[src/rtl/fifo_rx_frame.sv]
// Receive frame FIFO: bytes are stored speculatively and only become visible to the
// reader once their frame ends good; bad or overflowing frames are rolled back and counted.
module fifo_rx_frame #(
  parameter int DATA_WIDTH = 8,
  parameter int ADDR_WIDTH = 4,
  parameter int AF_THRESH  = 12,
  parameter int CNT_WIDTH  = 16
) (
  input  logic                  clk,
  input  logic                  rst,
  input  logic [DATA_WIDTH-1:0] data_in,
  input  logic                  write_enable,
  input  logic                  frame_end,
  input  logic                  frame_bad,
  input  logic                  read_enable,
  output logic [DATA_WIDTH-1:0] data_out,
  output logic                  last_out,
  output logic                  data_valid,
  output logic                  full_flag,
  output logic                  empty_flag,
  output logic                  almost_full_flag,
  output logic [ADDR_WIDTH:0]   level,
  output logic                  frame_dropped,
  output logic [CNT_WIDTH-1:0]  drop_count
);

  localparam int DEPTH = 2 ** ADDR_WIDTH;
  localparam int PW    = ADDR_WIDTH + 1;

  logic [DATA_WIDTH:0]   mem [DEPTH];

  logic [PW-1:0]         wr_ptr_q, wr_ptr_d;
  logic [PW-1:0]         commit_ptr_q, commit_ptr_d;
  logic [PW-1:0]         rd_ptr_q, rd_ptr_d;
  logic                  ovf_q, ovf_d;
  logic [DATA_WIDTH-1:0] data_out_q, data_out_d;
  logic                  last_out_q, last_out_d;
  logic                  data_valid_q, data_valid_d;
  logic                  frame_dropped_q, frame_dropped_d;
  logic [CNT_WIDTH-1:0]  drop_count_q, drop_count_d;

  logic [PW-1:0]         fill;
  logic                  mem_we;
  logic                  drop;
  logic                  rd_fire;
  logic [DATA_WIDTH:0]   rd_word;

  // Fill counts uncommitted bytes too, so a long frame cannot overwrite unread data.
  assign fill             = wr_ptr_q - rd_ptr_q;
  assign full_flag        = (fill == PW'(DEPTH));
  assign empty_flag       = (commit_ptr_q == rd_ptr_q);
  assign almost_full_flag = (fill >= PW'(AF_THRESH));
  assign level            = commit_ptr_q - rd_ptr_q;

  assign data_out      = data_out_q;
  assign last_out      = last_out_q;
  assign data_valid    = data_valid_q;
  assign frame_dropped = frame_dropped_q;
  assign drop_count    = drop_count_q;

  assign rd_fire = read_enable && !empty_flag;
  assign rd_word = mem[rd_ptr_q[ADDR_WIDTH-1:0]];

  always_comb begin
    wr_ptr_d        = wr_ptr_q;
    commit_ptr_d    = commit_ptr_q;
    rd_ptr_d        = rd_ptr_q;
    ovf_d           = ovf_q;
    data_out_d      = data_out_q;
    last_out_d      = last_out_q;
    data_valid_d    = 1'b0;
    frame_dropped_d = 1'b0;
    drop_count_d    = drop_count_q;
    mem_we          = 1'b0;
    drop            = 1'b0;

    if (rd_fire) begin
      data_out_d   = rd_word[DATA_WIDTH-1:0];
      last_out_d   = rd_word[DATA_WIDTH];
      data_valid_d = 1'b1;
      rd_ptr_d     = rd_ptr_q + PW'(1);
    end

    if (write_enable) begin
      if (ovf_q) begin
        // Overflowed frame: swallow bytes until its end, then roll back.
        if (frame_end) begin
          ovf_d = 1'b0;
          drop  = 1'b1;
        end
      end else if (full_flag) begin
        if (frame_end) drop = 1'b1;
        else           ovf_d = 1'b1;
      end else if (frame_end && frame_bad) begin
        drop = 1'b1;
      end else begin
        mem_we   = 1'b1;
        wr_ptr_d = wr_ptr_q + PW'(1);
        if (frame_end) commit_ptr_d = wr_ptr_q + PW'(1);
      end
    end

    if (drop) begin
      wr_ptr_d        = commit_ptr_q;
      frame_dropped_d = 1'b1;
      if (drop_count_q != {CNT_WIDTH{1'b1}}) drop_count_d = drop_count_q + CNT_WIDTH'(1);
    end
  end

  always_ff @(posedge clk) begin
    if (mem_we) mem[wr_ptr_q[ADDR_WIDTH-1:0]] <= {frame_end, data_in};
  end

  always_ff @(posedge clk) begin
    if (rst) begin
      wr_ptr_q        <= '0;
      commit_ptr_q    <= '0;
      rd_ptr_q        <= '0;
      ovf_q           <= 1'b0;
      data_out_q      <= '0;
      last_out_q      <= 1'b0;
      data_valid_q    <= 1'b0;
      frame_dropped_q <= 1'b0;
      drop_count_q    <= '0;
    end else begin
      wr_ptr_q        <= wr_ptr_d;
      commit_ptr_q    <= commit_ptr_d;
      rd_ptr_q        <= rd_ptr_d;
      ovf_q           <= ovf_d;
      data_out_q      <= data_out_d;
      last_out_q      <= last_out_d;
      data_valid_q    <= data_valid_d;
      frame_dropped_q <= frame_dropped_d;
      drop_count_q    <= drop_count_d;
    end
  end

endmodule

[config.mk]
export PLATFORM = sky130hd
export DESIGN_NAME = fifo_rx_frame
export DESIGN_NICKNAME = d
export VERILOG_FILES = /design/src/rtl/fifo_rx_frame.sv
export SDC_FILE = /design/constraint.sdc
export NUM_CORES = 1
export LEC_CHECK = 0
export ABC_CLOCK_PERIOD_IN_PS = 4200
export CAP_MARGIN = 20
export CORE_UTILIZATION = 53
export DETAILED_ROUTE_END_ITERATION = 16
export GPL_TIMING_DRIVEN = 0
export HOLD_SLACK_MARGIN = 0.1
export PLACE_DENSITY = 0.69
export SKIP_CTS_REPAIR_TIMING = 1
export SLEW_MARGIN = 20
export SYNTH_ARGS = -nofsm -noshare
export SYNTH_HDL_FRONTEND = slang
export SYNTH_SLANG_ARGS = --single-unit
[constraint.sdc]
create_clock -name clk -period 4.2 [get_ports clk]
set_clock_uncertainty 0.05 [all_clocks]
set_input_delay 1.26 -clock clk [delete_from_list [all_inputs] [get_ports clk]]
set_output_delay 1.26 -clock clk [all_outputs]
set_load 0.01 [all_outputs]
## Word level (Yosys, flattened, before mapping)

Memories as Yosys holds them, arrays and structs flattened. A register that Yosys moved wholly into a read port is not among the register bits.
Cells that the tools add are included.

- Register bits after elaboration: 34
- Bits in writable memories: 144
- Input port bits: 14
- Output and inout port bits: 35
- Word-level logic and storage cells: 51
- Memories kept: 1

Memories:

| name | depth | width | rd ports | clocked after Yosys merged registers in | wr ports | RTL line | text |
|---|---|---|---|---|---|---|---|
| mem | 16 | 9 | 1 | 1 | 1 | 30 | `logic [DATA_WIDTH:0] mem [DEPTH];` |

- $add $sub $neg: 5
- Order comparisons: 1
- Eq/ne operators: 6
- Muxes and demuxes: 21
- Bitwise logic cells: 3
- Reductions and logical operators: 7

Operators by type and width:

| cell | number |
|---|---|
| $mux 5 | 5 |
| $add 16x1->16 const B | 1 |
| $mux 1 | 16 |
| $ne 16x16->1 const B | 1 |
| $add 5x1->5 const B | 2 |
| $sub 5x5->5 | 2 |
| $eq 5x5->1 | 1 |
| $eq 5x5->1 const B | 1 |
| $ge 5x4->1 const B | 1 |
| $reduce_and 5->1 | 1 |
| $ne 2x1->1 const B | 2 |
| $reduce_and 4->1 | 1 |
| $not 1->1 | 3 |
| $logic_and 1x1->1 | 2 |
| $ne 2x2->1 const B | 1 |
| $reduce_and 2->1 | 1 |
| $reduce_bool 2->1 | 1 |
| $logic_not 1->1 | 1 |

## Depth between registers and ports, before layout

- Depth in word-level cells: 7
- Depth in mapped cells: 12
- Gate-level depth less buffers: 9

## Worst setup path after synthesis

Ideal clock, no wire load.

- Path type: register -> register
- Start point: register rd_ptr_q[1]
- End point: memory mem[15][0] (netlist bit), enable pin
- Library setup time: 0.338 ns
- Data arrival time: 3.380 ns
- Data required time: 3.812 ns
- Slack: 0.433 ns
- Stages on the path, launching flop included: 13
- Buffers on the path: 4
- Period minus slack after synthesis: 3.767 ns
- Path through: dfxtp_1 clkbuf_1 buf_1 inv_1 ha_1 nor2b_1 o211a_1 or3_1 a41oi_1 and3_1 clkbuf_1 clkbuf_1 and3_1

- Longest elaborated chain between the ends: 7

Ends and longest elaborated chain:

| element | RTL line | text |
|---|---|---|
| start: declaration | 34 | `logic [PW-1:0] rd_ptr_q, rd_ptr_d;` |
| start signal: assignment | 128 | `rd_ptr_q <= rd_ptr_d;` |
| $sub 5x5->5 | 49 | `assign fill = wr_ptr_q - rd_ptr_q;` |
| $eq 5x5->1 | 50 | `assign full_flag = (fill == PW'(DEPTH));` |
| $mux 1 | 91 | `end else if (full_flag) begin` |
| $mux 1 | 85 | `if (ovf_q) begin` |
| $mux 1 | 84 | `if (write_enable) begin` |
| $mux 1 | 111 | `if (mem_we) mem[wr_ptr_q[ADDR_WIDTH-1:0]] <= {frame_end, data_in};` |
| $mux 1 (implied by the code) | 111 |  |
| end: declaration | 30 |  |

Every way passes these cells.

## Worst setup path after layout

- Start point: register rd_ptr_q[2]
- End point: memory mem[3][6] (netlist bit), enable pin

Same word-level chain as after synthesis.

==> impl_metrics.tcl <==
set metrics [dict create \
    worstHoldEndpoint "data_out[1]$_SDFFE_PP0P_" \
    tightest_slew_ps 896.0 \
    vias_per_cell 5.790 \
    wl_per_cell_um 20.99 \
    p_total_mw 3.997 \
    drt-met1-wl_um 6589 \
    worst_hold_startpoint "data_out[1]$_SDFFE_PP0P_" \
    setup_ws_ps 426.2 \
    required_ps 4220 \
    worstReg2RegStart "rd_ptr_q[2]$_SDFFE_PP0P_" \
    r2r_cells 11 \
    ys_ff_latch 187 \
    dp_hpwl_um 10950 \
    yosysTopAreaCellShare 0.5462 \
    synth_warnings 0 \
    crit_arrival_ps 3790 \
    vdd_ir_drop_max_mv 0.3104 \
    antenna_found_initial 0 \
    synth_cell_types 48 \
    endpoint_kind "flop" \
    netlist_instances 504 \
    ant_nets 0 \
    synth-async-reset-ratio 0 \
    rrSetupSlack_ps 430 \
    period_minus_slack_ps 3774 \
    grt_max_degree 22 \
    ys_top_cells_by_count "edfxtp_1, mux4_2, dfxtp_1" \
    cts.clk_slew.worst_paths_ps 60 \
    cts_tree "yes" \
    cts_root_buffer "clkbuf_16" \
    leakage_nw 3.037 \
    multi_input_area_mm2 0.002587 \
    synth_edf_count 144 \
    reg2reg_to "mem[3][6]$_DFFE_PP_" \
    hp-class "flop to flop" \
    cts_buffers 17 \
    min_path_cells 2 \
    initial_utilization 0.5447 \
    synth_most_common_cell "edfxtp_1" \
    post-place-ws_ps -794.2 \
    holdWs_ps 422.3 \
    max_freq_mhz 265.0 \
    rows 44 \
    rsz0062_at_grt "false" \
    grt_pass1_wl_um 25640 \
    cp_max_fo 10 \
    gp_congestion 0.8461 \
    startpoint_type "flop" \
    hold_viol_final 0 \
    synth_area_leaders "edfxtp_1, mux4_2, dfxtp_1" \
    setup_viol 0 \
    dieWidth_um 124.2 \
    numClockSinks 187 \
    synth.avg_cell_area_um2 15.71 \
    grtUsageTotal 0.2269 \
    ios 49 \
    syn_to_final_growth_pct 16.30 \
    cts_max_level 4 \
    die_y_um 124.2 \
    met2_length_um 8438 \
    outcome "finished, final reports clean" \
    routed_wl_um 16190 \
    syn_nets 533 \
    wl_met3_um 837 \
    clock_latency_ps 430 \
    post-route-period-util 0.8985 \
    cts_buffer_depth 2 \
    nets 603 \
    gr-total-overflow 0 \
    dieArea_mm2 0.01543 \
    ys_seq_area_frac 0.6550 \
    top_layer_used "met4" \
    post-route-drc-count 0 \
    n_antenna_cell 0 \
    slew_viol_final 0 \
    maxCapViolCount 0 \
    grt_pass1_vias 4527 \
    fill_cells 1081 \
    netlist_area_mm2 0.007916 \
    first_iter_violations 359 \
    vias 4464 \
    path_class "flop to flop" \
    core_area_mm2 0.01453 \
    synth_top_cell_by_area "edfxtp_1" \
    slew_headroom 0.4027 \
    port_buffers 48 \
    seq_area_mm2 0.005190 \
    drive_gt1_frac 0.1567 \
    powerDensity_mw_per_mm2 434.1 \
    dr.pass1.iters 5 \
    ys.flop_type "edfxtp_1" \
]
-- final cells by class --
type,count,share of cell area
flip-flops and latches,187,0.5637
multi-input cells,281,0.2811
repair buffers,53,0.05654
clock buffers,19,0.04702
well taps,184,0.02501
plain buffers,22,0.01278
clock inverters,13,0.008562
inverters,12,0.005300
-- sequential cells by signal, indices dropped and copies added, names as in the netlist --
| register | cells |
|---|---|
| ovf_q | 1 |
| wr_ptr_q | 5 |
| data_valid | 1 |
| mem | 144 |
| rd_ptr_q | 5 |
| data_out | 8 |
| frame_dropped | 1 |
| drop_count | 16 |
| commit_ptr_q | 5 |
| last_out | 1 |
-- per-layer routing --
| metal | global-route usage | vias up |
|---|---|---|
| met2 | 0.3828 | 119 |
| met5 | 0 | - |
| met4 | 0.08646 | 0 |
| met1 | 0.2840 | 2233 |
| li1 | - | 2087 |
| met3 | 0.05388 | 25 |
-- worst max-delay path: stages, from the launching register on --
cell and delay [ps]:
dfxtp_2 360, buf_6 160, inv_2 80, ha_2 320, and3b_1 210, o21ai_0 340
nand2_1 130, a41oi_1 390, and3_1 220, clkbuf_1 290, clkbuf_1 280, and3_1 580
-- cells by family after synthesis --
| logic type | share of synthesized area |
|---|---|
| fa+ha+maj | 0.02466 |
| buf+inv | 0.01849 |
| flops | 0.6550 |
| compound gates | 0.04900 |
| xor+xnor | 0.03208 |
| mux | 0.1381 |
| simple gates | 0.08266 |
-- worst max path at each step --
stage	depth (start not counted)	slack, ps	start	endpoint
global placement	12	-720	rd_ptr_q[1]$_SDFFE_PP0P_	mem[1][6]$_DFFE_PP_
global route	11	110	rd_ptr_q[2]$_SDFFE_PP0P_	mem[3][6]$_DFFE_PP_
finish	11	430	rd_ptr_q[2]$_SDFFE_PP0P_	mem[3][6]$_DFFE_PP_
floorplan	12	430	rd_ptr_q[1]$_SDFFE_PP0P_	mem[15][0]$_DFFE_PP_
CTS	9	-1130	rd_ptr_q[1]$_SDFFE_PP0P_	full_flag
detailed placement	12	-790	rd_ptr_q[1]$_SDFFE_PP0P_	mem[3][0]$_DFFE_PP_
-- placed cells by master (no fill, tap or decap), types with 3 or more instances in the layout --
| master | instances |
|---|---|
| a2111oi_1 | 4 |
| a21o_1 | 4 |
| a21oi_1 | 21 |
| and2_1 | 3 |
| and3_1 | 17 |
| and4_1 | 3 |
| buf_2 | 3 |
| buf_4 | 5 |
| clkbuf_1 | 18 |
| clkbuf_16 | 17 |
| clkdlybuf4s50_1 | 47 |
| clkinv_1 | 5 |
| clkinv_4 | 3 |
| clkinvlp_4 | 3 |
| dfxtp_1 | 41 |
| edfxtp_1 | 144 |
| ha_1 | 13 |
| inv_1 | 10 |
| mux2i_1 | 8 |
| mux4_2 | 45 |
| nand2_1 | 38 |
| nand2b_1 | 3 |
| nand3_1 | 4 |
| nand4_1 | 10 |
| nor2_1 | 36 |
| nor2b_1 | 6 |
| nor3_1 | 4 |
| o21a_1 | 3 |
| o21ai_1 | 3 |
| or3_1 | 3 |
| xnor2_1 | 23 |
| xor2_1 | 6 |
-- through the flow --
stage,TNS [ps],cells,area (um^2),util
final,0,771,9206,0.6334
after global routing,0,771,9206,0.6334
after CTS,-101370,768,9139,0.6288
after detailed placement,-95230,736,8627,0.5936
after global placement,-86090,736,8627,0.5936
after floorplan,0,504,7916,-
-- power by group --
| group | total (mW) | internal (mW) | switching (mW) |
|---|---|---|---|
| combinational | 0.540 | 0.261 | 0.279 |
| clock | 1.40 | 0.746 | 0.652 |
| sequential | 2.06 | 2.03 | 0.0256 |
Note: power is estimated with default switching activity, not from simulation.
